$ cat config.mk
export PLATFORM = sky130hd
export DESIGN_NAME = gcd_unit
export DESIGN_NICKNAME = d
export VERILOG_FILES = /design/src/rtl/gcd_pkg.sv /design/src/rtl/gcd_step.sv /design/src/rtl/gcd_unit.sv
export SDC_FILE = /design/constraint.sdc
export NUM_CORES = 1
export LEC_CHECK = 0
export CORE_MARGIN = 5
export CORE_UTILIZATION = 45
export DETAILED_ROUTE_END_ITERATION = 16
export DONT_BUFFER_PORTS = 1
export GPL_TIMING_DRIVEN = 0
export MAX_ROUTING_LAYER = met4
export PLACE_DENSITY = 0.69
export REMOVE_ABC_BUFFERS = 1
export SYNTH_ARGS = -nofsm -noshare
export SYNTH_HDL_FRONTEND = slang
export SYNTH_SLANG_ARGS = --single-unit
$ cat constraint.sdc
create_clock -name clk -period 4.4 [get_ports clk]
set_input_delay 0.88 -clock clk [delete_from_list [all_inputs] [get_ports clk]]
set_output_delay 0.88 -clock clk [all_outputs]
set_load 0.02 [all_outputs]
$ cat src/rtl/gcd_pkg.sv
// -----------------------------------------------------------------------------
// gcd_pkg
// Shared definitions for the GCD unit: the FSM state type with its four state
// constants, and the algorithm selector values for the MODE parameter.
// No ports (package).
// -----------------------------------------------------------------------------
package gcd_pkg;

    // Algorithm selectors for the MODE parameter
    localparam int MODE_SUB = 0;    // repeated-subtraction Euclid
    localparam int MODE_BIN = 1;    // binary (Stein) algorithm

    // FSM state type, kept as plain 2-bit constants for legacy tools
    typedef logic [1:0] state_t;

    localparam state_t IDLE   = 2'd0;
    localparam state_t LOAD_Y = 2'd1;
    localparam state_t RUN    = 2'd2;
    localparam state_t DONE   = 2'd3;

endpackage

$ cat src/rtl/gcd_step.sv
// -----------------------------------------------------------------------------
// gcd_step
// Purely combinational single iteration of the GCD algorithm. Given the current
// operands and shift count it produces the next operands, the next shift count,
// a done flag and the final result to present when done is set.
//
// Ports:
//   x_i, y_i   : current operands (WIDTH bits, unsigned)
//   k_i        : current common power-of-two count (binary mode only)
//   x_o, y_o   : next operands
//   k_o        : next shift count
//   done_o     : high when this step finishes the computation
//   result_o   : GCD value, meaningful only while done_o is high
// -----------------------------------------------------------------------------
module gcd_step
    import gcd_pkg::*;
#(
    parameter int WIDTH = 8,
    parameter int MODE  = MODE_SUB,
    parameter int KW    = $clog2(WIDTH)
) (
    input  logic [WIDTH-1:0] x_i,
    input  logic [WIDTH-1:0] y_i,
    input  logic [KW-1:0]    k_i,
    output logic [WIDTH-1:0] x_o,
    output logic [WIDTH-1:0] y_o,
    output logic [KW-1:0]    k_o,
    output logic             done_o,
    output logic [WIDTH-1:0] result_o
);

    // Rules are tried in priority order. A zero operand is caught before the
    // equality test so that subtraction never loops on a zero. Only the larger
    // operand ever has the smaller one subtracted from it, so nothing wraps.
    always_comb begin
        x_o      = x_i;
        y_o      = y_i;
        k_o      = k_i;
        done_o   = 1'b0;
        result_o = x_i;

        if (x_i == '0 || y_i == '0) begin
            // OR picks the non-zero operand, or zero when both are zero
            done_o   = 1'b1;
            result_o = x_i | y_i;
        end else if (x_i == y_i) begin
            done_o   = 1'b1;
            result_o = (MODE == MODE_BIN) ? (x_i << k_i) : x_i;
        end else if (MODE == MODE_BIN) begin
            if (!x_i[0] && !y_i[0]) begin
                // Common factor of two is pulled out and restored at the end
                x_o = x_i >> 1;
                y_o = y_i >> 1;
                k_o = k_i + KW'(1);
            end else if (!x_i[0]) begin
                x_o = x_i >> 1;
            end else if (!y_i[0]) begin
                y_o = y_i >> 1;
            end else if (x_i > y_i) begin
                x_o = x_i - y_i;
            end else begin
                y_o = y_i - x_i;
            end
        end else begin
            if (x_i > y_i) begin
                x_o = x_i - y_i;
            end else begin
                y_o = y_i - x_i;
            end
        end
    end

endmodule

$ cat src/rtl/gcd_unit.sv
// -----------------------------------------------------------------------------
// gcd_unit
// Sequential GCD engine. Two operands are loaded through a single strobed port
// (X first, then Y), the iteration runs one step per clock, and the result is
// held with halt high until the next operand is strobed in.
//
// Ports:
//   clk    : sole clock, rising edge
//   reset  : synchronous active-high reset
//   enter  : operand strobe, level-sampled each rising edge
//   in     : operand value, valid while enter is high
//   out    : GCD result, valid while halt is high
//   halt   : result valid / computation finished
//   busy   : high while loading Y or running
//   steps  : number of RUN cycles of the last or current computation,
//            saturating at all-ones
// -----------------------------------------------------------------------------
module gcd_unit
    import gcd_pkg::*;
#(
    parameter int WIDTH = 8,
    parameter int MODE  = MODE_SUB
) (
    input  logic             clk,
    input  logic             reset,
    input  logic             enter,
    input  logic [WIDTH-1:0] in,
    output logic [WIDTH-1:0] out,
    output logic             halt,
    output logic             busy,
    output logic [WIDTH-1:0] steps
);

    // Enough bits to count shifts up to WIDTH-1
    localparam int KW = $clog2(WIDTH);

    state_t           state_q, state_d;
    logic [WIDTH-1:0] x_q, x_d;
    logic [WIDTH-1:0] y_q, y_d;
    logic [KW-1:0]    k_q, k_d;
    logic [WIDTH-1:0] out_q, out_d;
    logic [WIDTH-1:0] steps_q, steps_d;

    logic [WIDTH-1:0] stepX;
    logic [WIDTH-1:0] stepY;
    logic [KW-1:0]    stepK;
    logic             stepDone;
    logic [WIDTH-1:0] stepResult;

    gcd_step #(
        .WIDTH (WIDTH),
        .MODE  (MODE),
        .KW    (KW)
    ) u_step (
        .x_i      (x_q),
        .y_i      (y_q),
        .k_i      (k_q),
        .x_o      (stepX),
        .y_o      (stepY),
        .k_o      (stepK),
        .done_o   (stepDone),
        .result_o (stepResult)
    );

    // Next-state logic. A new X may be strobed in from IDLE or straight out of
    // DONE, which also drops halt because the state leaves DONE. Enter is not
    // looked at in RUN. The step counter counts every RUN cycle, including the
    // one that detects completion, and sticks at all-ones.
    always_comb begin
        state_d = state_q;
        x_d     = x_q;
        y_d     = y_q;
        k_d     = k_q;
        out_d   = out_q;
        steps_d = steps_q;

        case (state_q)
            IDLE, DONE: begin
                if (enter) begin
                    x_d     = in;
                    k_d     = '0;
                    steps_d = '0;
                    state_d = LOAD_Y;
                end
            end
            LOAD_Y: begin
                if (enter) begin
                    y_d     = in;
                    state_d = RUN;
                end
            end
            RUN: begin
                x_d = stepX;
                y_d = stepY;
                k_d = stepK;
                if (steps_q != '1) begin
                    steps_d = steps_q + WIDTH'(1);
                end
                if (stepDone) begin
                    out_d   = stepResult;
                    state_d = DONE;
                end
            end
            default: begin
                state_d = IDLE;
            end
        endcase
    end

    // State registers with synchronous reset taking priority over enter
    always_ff @(posedge clk) begin
        if (reset) begin
            state_q <= IDLE;
            x_q     <= '0;
            y_q     <= '0;
            k_q     <= '0;
            out_q   <= '0;
            steps_q <= '0;
        end else begin
            state_q <= state_d;
            x_q     <= x_d;
            y_q     <= y_d;
            k_q     <= k_d;
            out_q   <= out_d;
            steps_q <= steps_d;
        end
    end

    assign out   = out_q;
    assign steps = steps_q;
    assign halt  = (state_q == DONE);
    assign busy  = (state_q == LOAD_Y) || (state_q == RUN);

endmodule
==> results.md, run 1 <==
* Synthesis-to-finish area growth at 4.106%
* Synth Area in Adders at 14.59%
* Initial DRC Count at 106
* Total gr overflow at 0
* Largest cells by area after synthesis: dfxtp_1 (26%), ha_1 (13%), nor2_1 (5.4%), a21oi_1 (5.2%), inv_1 (4.2%)
* Mux cell area share after synthesis at 2.367%
* I/O pins at 29
* TritonCTS Buffers at 5
* Tmin final at 2.885 ns
* Post-synth EDFFs at 0
* Post-route ant nets at 0
* Clock Skew at 0.005850 ns
* Synth Area in Compound Gates at 23.53%
* Routability Congestion at 0.8992
* Setup bufs post-CTS at 0
* CTS resizes at 0
* Worst Setup Path Type: register to register
* Area share of the largest cell type after synthesis at 26.28%
* Most frequent cells in the layout: nor2_1 (37), dfxtp_1 (34), inv_1 (29), a21oi_1 (27), ha_1 (27)
* Die height at 85.87 um
* Vias/cell at 5.638
* Num Clock Sinks at 34
* Startpoint type of the worst setup path: register
* Most common cell after layout, fill and taps aside: nor2_1
* Status: finished clean
* Maximum VDD drop at 432.2 uV
* Setup WS pre-CTS at 1.535 ns
* Die W at 85.87 um
* Antenna Cells at 0
* CTS H-tree depth at 2
* Worst Max-Slew Pin Slew at 0.8921 ns
* CTS tree: built
* PortBufs at 0
* Placed cells at 373
* Cell Pwr Density at 884.7 nW/um^2
* Synthesis-stage register bit count at 34
* Fmax at 346.6 MHz
* Vias post-DR at 2,148
* Fin crit share at 65.57%
* Hold violation count in the final report at 0
* Nets@finish at 348
* First-pass GRT wire length at 9.929 mm
* Slowest library cell on the worst path: ha_1
* Sw frac at 50.64%
* Non-Filler Instances at 381
* Final setup TNS at 0 ns
* Worst slew margin at 40.53%
* FFs w/ async S/R, synth at 0%
* Largest family of logic cells by synthesized area: compound AO/OA/AOI/OAI gates
* Critical Path AT at 3.07 ns
* Share of power burned in registers at 21.3%
* Initial antenna violation count at 0
* Final max-slew violation count at 0
* Largest net degree at the start of global routing at 33
* Synth cell types at 59
* Area of the core at 5540 um^2
* Clk buf depth at 2
* # rows at 27
* DP HPWL at 4.264 mm
* Top Family by Delay on Critical Path: adder cells
* RSZ-0062 raised after global routing: no
* Max incr delay on CP at 0.77 ns
* Final setup vio count at 0
* Syn avg cell area at 8.196 um^2
* Synthesized cell area at 2590 um^2
* Cell Int Power at 1177 uW
* P_leak at 0.0009539 uW
* Critical Path RT at 4.58 ns
* Layout cells sized above 1 at 10.03%
* Ys Warns at 0
* Die area at 7373 um^2
* Starting Density at 46.75%
* DRT Wirelength at 5.818 mm
* Count of buffer and inverter cells on the critical path at 1
* Hold buffers post-CTS at 0
* Post-Synth XOR/XNOR Area at 4.396%
* Skew-Pair Late Insertion Delay at 0.29 ns
* Max-cap viol count at 0
* Comb pwr share at 67.2%
* TritonRoute pass-1 iters at 5
* Vias in the first global route at 2,091
* Critical-path cell list: ha_1 -> inv_1 -> a211oi_1 -> nand3_1 -> o21ai_4 -> mux2i_1 -> nor2_1
* Drt wl/cell at 15.27 um
* Clock transition at path regs at 0.07 ns
* Residual DRC at 0
* Sw power at 1208 uW
* Clock power frac at 11.5%
* Final worst slack at 1.515 ns
* Synth Area in Simple Gates at 20.87%
* Clk root buf: clkbuf_8
* Post-synth top area cell: dfxtp_1
* Worst Hold Class: register to register
* Most used flip-flop cell after synthesis: dfxtp_1
* Filler Cells Inserted at 563
* Endpoint class of the critical path: register
* Cells after Synth at 316
* Overall routing resource usage at 17.15%
* Crit path max fanout at 22
* Share of the yosys chip area belonging to registers at 26.28%
synth_stat cells (all sizes together), types with 7 or more instances:
| library cell | number |
|---|---|
| a211o | 12 |
| a21oi | 29 |
| buf | 8 |
| clkbuf | 7 |
| dfxtp | 34 |
| ha | 27 |
| inv | 30 |
| nand2 | 26 |
| nor2 | 40 |
| nor4 | 9 |
| o21ai | 12 |
| xnor2 | 9 |
metrics by stage:
step | util (%) | cell area, um^2 | power, uW | hold WS [ns]
final | 48.67 | 2696 | 2386 | 0.5017
after CTS | 48.67 | 2696 | 2392 | 0.5077
after detailed placement | 46.68 | 2586 | 2107 | 0.4967
after global placement | 46.68 | 2586 | 2084 | 0.4928
after floorplan | - | 2496 | 1785 | 0.4569
after global routing | 48.67 | 2696 | 2623 | 0.5447
state kept, by name, indices dropped and copies added (netlist names):
register and cells:
state_q 2, steps 8, x_q 8, out 8, y_q 8
per-layer routing:
| layer | part of all wire, % | track usage (%) |
|---|---|---|
| met4 | 0.67 | 3.309 |
| met2 | 47 | 28.17 |
| met3 | 5.9 | 5.379 |
| met5 | 0 | - |
| met1 | 46 | 20.72 |
tightest hold or removal path: cells and delay by family (launching register included):
| kind | cells | cell delay [ns] |
|---|---|---|
| compound gates | 1 | 0.05 |
| flops | 1 | 0.35 |
| simple gates | 1 | 0.07 |
kinds of logic (layout without fill, tap and decap cells):
kind of cell | Yosys count | in the layout
AO/OA/AOI/OAI | 81 | 81
XOR/XNOR | 13 | 13
adder cells (fa/ha/maj) | 29 | 29
buffers and inverters | 45 | 38
flip-flops | 34 | 34
multiplexers | 6 | 6
AND/OR/NAND/NOR | 108 | 108
layout make-up:
type                            instances  area (um^2)  share of cell area (%)
Clock buffer                            8        110.1                   4.084
Sequential cell                        34        680.7                   25.24
Multi-Input combinational cell        237         1703                   63.16
Tap cell                               72        90.09                   3.341
Inverter                               30        112.6                   4.176
power groups by stage:
stage / logic, uW / clock network (uW) / registers (uW)
global placement: 1570 / 0 / 514
finish: 1600 / 275 / 508
floorplan: 1300 / 0 / 488
global route: 1800 / 298 / 522
CTS: 1600 / 284 / 509
detailed placement: 1590 / 0 / 516
path summary, 6_finish.rpt:
| path | start | to | slack, ns | cells after the start |
|---|---|---|---|---|
| max | state_q[1] | y_q[1] | 1.52 | 7 |
| min | x_q[4] | x_q[4] | 0.50 | 2 |
| max reg2reg | state_q[1] | y_q[1] | 1.52 | 7 |
| min reg2reg | x_q[4] | x_q[4] | 0.50 | 2 |
Power figures use the tool's default switching activity.
==> run 2, diff against run 1 <==
--- a/config.mk
+++ b/config.mk
@@ -11,7 +11,7 @@
 export DONT_BUFFER_PORTS = 1
 export GPL_TIMING_DRIVEN = 0
 export MAX_ROUTING_LAYER = met4
-export PLACE_DENSITY = 0.69
+export PLACE_DENSITY = 0.71
 export REMOVE_ABC_BUFFERS = 1
 export SYNTH_ARGS = -nofsm -noshare
 export SYNTH_HDL_FRONTEND = slang
==> constraint.sdc (replaced) <==
create_clock -name clk -period 2.54 [get_ports clk]
set_input_delay 0.508 -clock clk [delete_from_list [all_inputs] [get_ports clk]]
set_output_delay 0.508 -clock clk [all_outputs]
set_load 0.02 [all_outputs]
==> run 2 against run 1 <==
Effect of this change: clock power increased by 73%; global-route usage increased by 0.12 points; cell count increased by 1.0%; die area unchanged; sequential power grew 75%.
==> results.md, run 2 (synthesis results as in run 1) <==
* Area of the core at 5540 um^2 (unchanged)
* Endpoint class of the critical path: register
* Worst Hold Class: primary input to register
* Die area at 7373 um^2 (unchanged)
* Final setup TNS at 0 ns (unchanged)
* Filler Cells Inserted at 543 (-3.6%)
* Maximum VDD drop at 849.4 uV (+97%)
* I/O pins at 29 (unchanged)
* Clock power frac at 10.7% (-0.8 points)
* PortBufs at 0 (unchanged)
* First-pass GRT wire length at 10.01 mm (+0.77%)
* Final max-slew violation count at 0 (unchanged)
* Cell Int Power at 2274 uW (+93%)
* Initial antenna violation count at 0 (unchanged)
* Total Power at 4475 uW (+88%)
* Critical hold path startpoint: reset
* FF-to-FF Start: x_q[0]
* CTS H-tree depth at 2 (unchanged)
* Max-cap viol count at 0 (unchanged)
* Routability Congestion at 0.8900 (-1.0%)
* Die height at 85.87 um (unchanged)
* Crit path max fanout at 7 (-68%)
* Worst Hold End: x_q[0]
* Fmax at 414.6 MHz (+20%)
* Drt wl/cell at 15.48 um (+1.3%)
* Starting Density at 46.75% (unchanged)
* DP HPWL at 4.263 mm (about the same)
* Multi-input logic area at 1743 um^2 (+2.4%)
* Startpoint type of the worst setup path: register
* Comb pwr share at 69.5% (+2.3 points)
* Final Cell Area at 2794 um^2 (+3.6%)
* Most frequent cells in the layout: nor2_1 (37), dfxtp_1 (32), inv_1 (29), a21oi_1 (27), nand2_1 (25)
* Vias post-DR at 2,170 (+1.0%)
* Cell Pwr Density at 1602 nW/um^2 (+81%)
* R2R depth at 10 (+3)
* Clk root buf: clkbuf_8
* Critical Path RT at 2.76 ns (-1.82 ns)
* Final worst slack at 0.1279 ns (-1.387 ns)
* Total gr overflow at 0 (unchanged)
* Setup WS pre-CTS at -0.3579 ns (-1.893 ns)
* Register area at 683.2 um^2 (+0.37%)
* Worst slew margin at 47.57% (+7.0 points)
* Worst Max-Slew Pin Slew at 0.7864 ns (-0.1057 ns)
* Clk buf depth at 2 (unchanged)
* RSZ-0062 raised after global routing: yes
* Fin crit share at 94.96% (+29 points)
* Synthesis-to-finish area growth at 7.874%
* Initial DRC Count at 142 (+34%)
* Placed Area at 2586 um^2 (unchanged)
* Residual DRC at 0 (unchanged)
* Overall routing resource usage at 17.26% (+0.12 points)
* Num Clock Sinks at 34 (unchanged)
* Clock transition at path regs at 0.07 ns (about the same)
* Non-Filler Instances at 385 (+1.0%)
* # rows at 27 (unchanged)
* Worst Setup Path Type: register to register
* Layout cells sized above 1 at 13.10% (+3.1 points)
* Tmin final at 2.412 ns (-0.4729 ns)
* Nets@finish at 352 (+1.1%)
* Post-route ant nets at 0 (unchanged)
* DRT Wirelength at 5.958 mm (+2.4%)
* Clock Skew at 0.008559 ns (+0.002709 ns)
* Sw frac at 49.17% (-1.5 points)
* Largest net degree at the start of global routing at 33 (unchanged)
* Die W at 85.87 um (unchanged)
* TritonRoute pass-1 iters at 4 (-1)
* Status: finished clean
* TritonCTS Buffers at 5 (unchanged)
* Vias in the first global route at 2,189 (+4.7%)
* Hold violation count in the final report at 0 (unchanged)
* P_leak at 0.0009847 uW (+3.2%)
* Skew-Pair Late Insertion Delay at 0.29 ns (about the same)
* R2r setup slk at 0.13 ns (-1.39 ns)
* Critical Path AT at 2.63 ns (-0.44 ns)
* Worst r2r dst: x_q[2]
* Final setup vio count at 0 (unchanged)
* Antenna Cells at 0 (unchanged)
* Hold Path Stages at 1 (-1)
* CTS tree: built
* Share of power burned in registers at 19.8% (-1.5 points)
* Vias/cell at 5.636 (about the same)
* Placed cells at 373 (unchanged)
* Most common cell after layout, fill and taps aside: nor2_1
* Sw power at 2200 uW (+82%)
[run 2: cell types whose count changed in the layout (fill, tap and decap cells not counted), sizes merged]
cell / before / now
buf: 0 / 4
[run 2: power by group through the flow]
stage               clock network [uW]  registers [uW]  logic, uW
finish                             477             887       3110
CTS                                492             884       2810
global placement                     0             891       2710
floorplan                            0             845       2250
global route                       512             915       3440
detailed placement                   0             896       2750
[run 2: what timing repair did]
action	in CTS	in global routing
hold buffers	0	0
hold endpoints to repair	0	0
endpoints found under the setup margin	16	26
resized for setup	1	8
pin swaps	1	2
buffers inserted	2	2
[run 2: metal layers]
metal	part of all wire (%)	up-vias	global-route usage, %	wire length [um]
met2	46	49	26.56	2742
met3	5.7	10	4.515	342
met1	46	1021	20.95	2747
met5	0	-	-	0
met4	2.1	0	8.201	126
li1	-	1090	-	-
[run 2: critical path, stage by stage (launching register included)]
cell and delay, ns:
dfxtp_2 0.35, inv_1 0.08, ha_1 0.21, fa_1 0.44
o21bai_2 0.17, a21oi_2 0.13, o221ai_4 0.26, a31oi_4 0.15
buf_4 0.19, a211o_1 0.23, a21oi_1 0.14
[run 2: worst max path at each step]
stage,start,end,slack (ns),cells after the start
2_1_floorplan,x_q[0],x_q[5],0.21,9
3_3_place_gp,state_q[1],y_q[1],-0.30,7
3_5_place_dp,state_q[1],y_q[6],-0.36,7
4_1_cts,x_q[0],x_q[2],0.009,10
5_1_grt,x_q[2],y_q[4],-0.02,10
6_report,x_q[0],x_q[2],0.13,10
[run 2: metrics by stage]
stage	util [%]	hold slack, ns
2_1_floorplan	-	0.4569
3_5_place_dp	46.68	0.4920
6_report	50.43	0.2715
4_1_cts	48.98	0.2632
5_1_grt	50.43	0.2523
3_3_place_gp	46.68	0.4855
[run 2: final cells by class]
| class | count | area share [%] |
|---|---|---|
| clock buffer | 8 | 3.941 |
| inverter | 30 | 4.030 |
| multi-input combinational | 237 | 62.38 |
| sequential | 34 | 24.45 |
| tap | 72 | 3.224 |
| timing repair buffer | 4 | 1.970 |
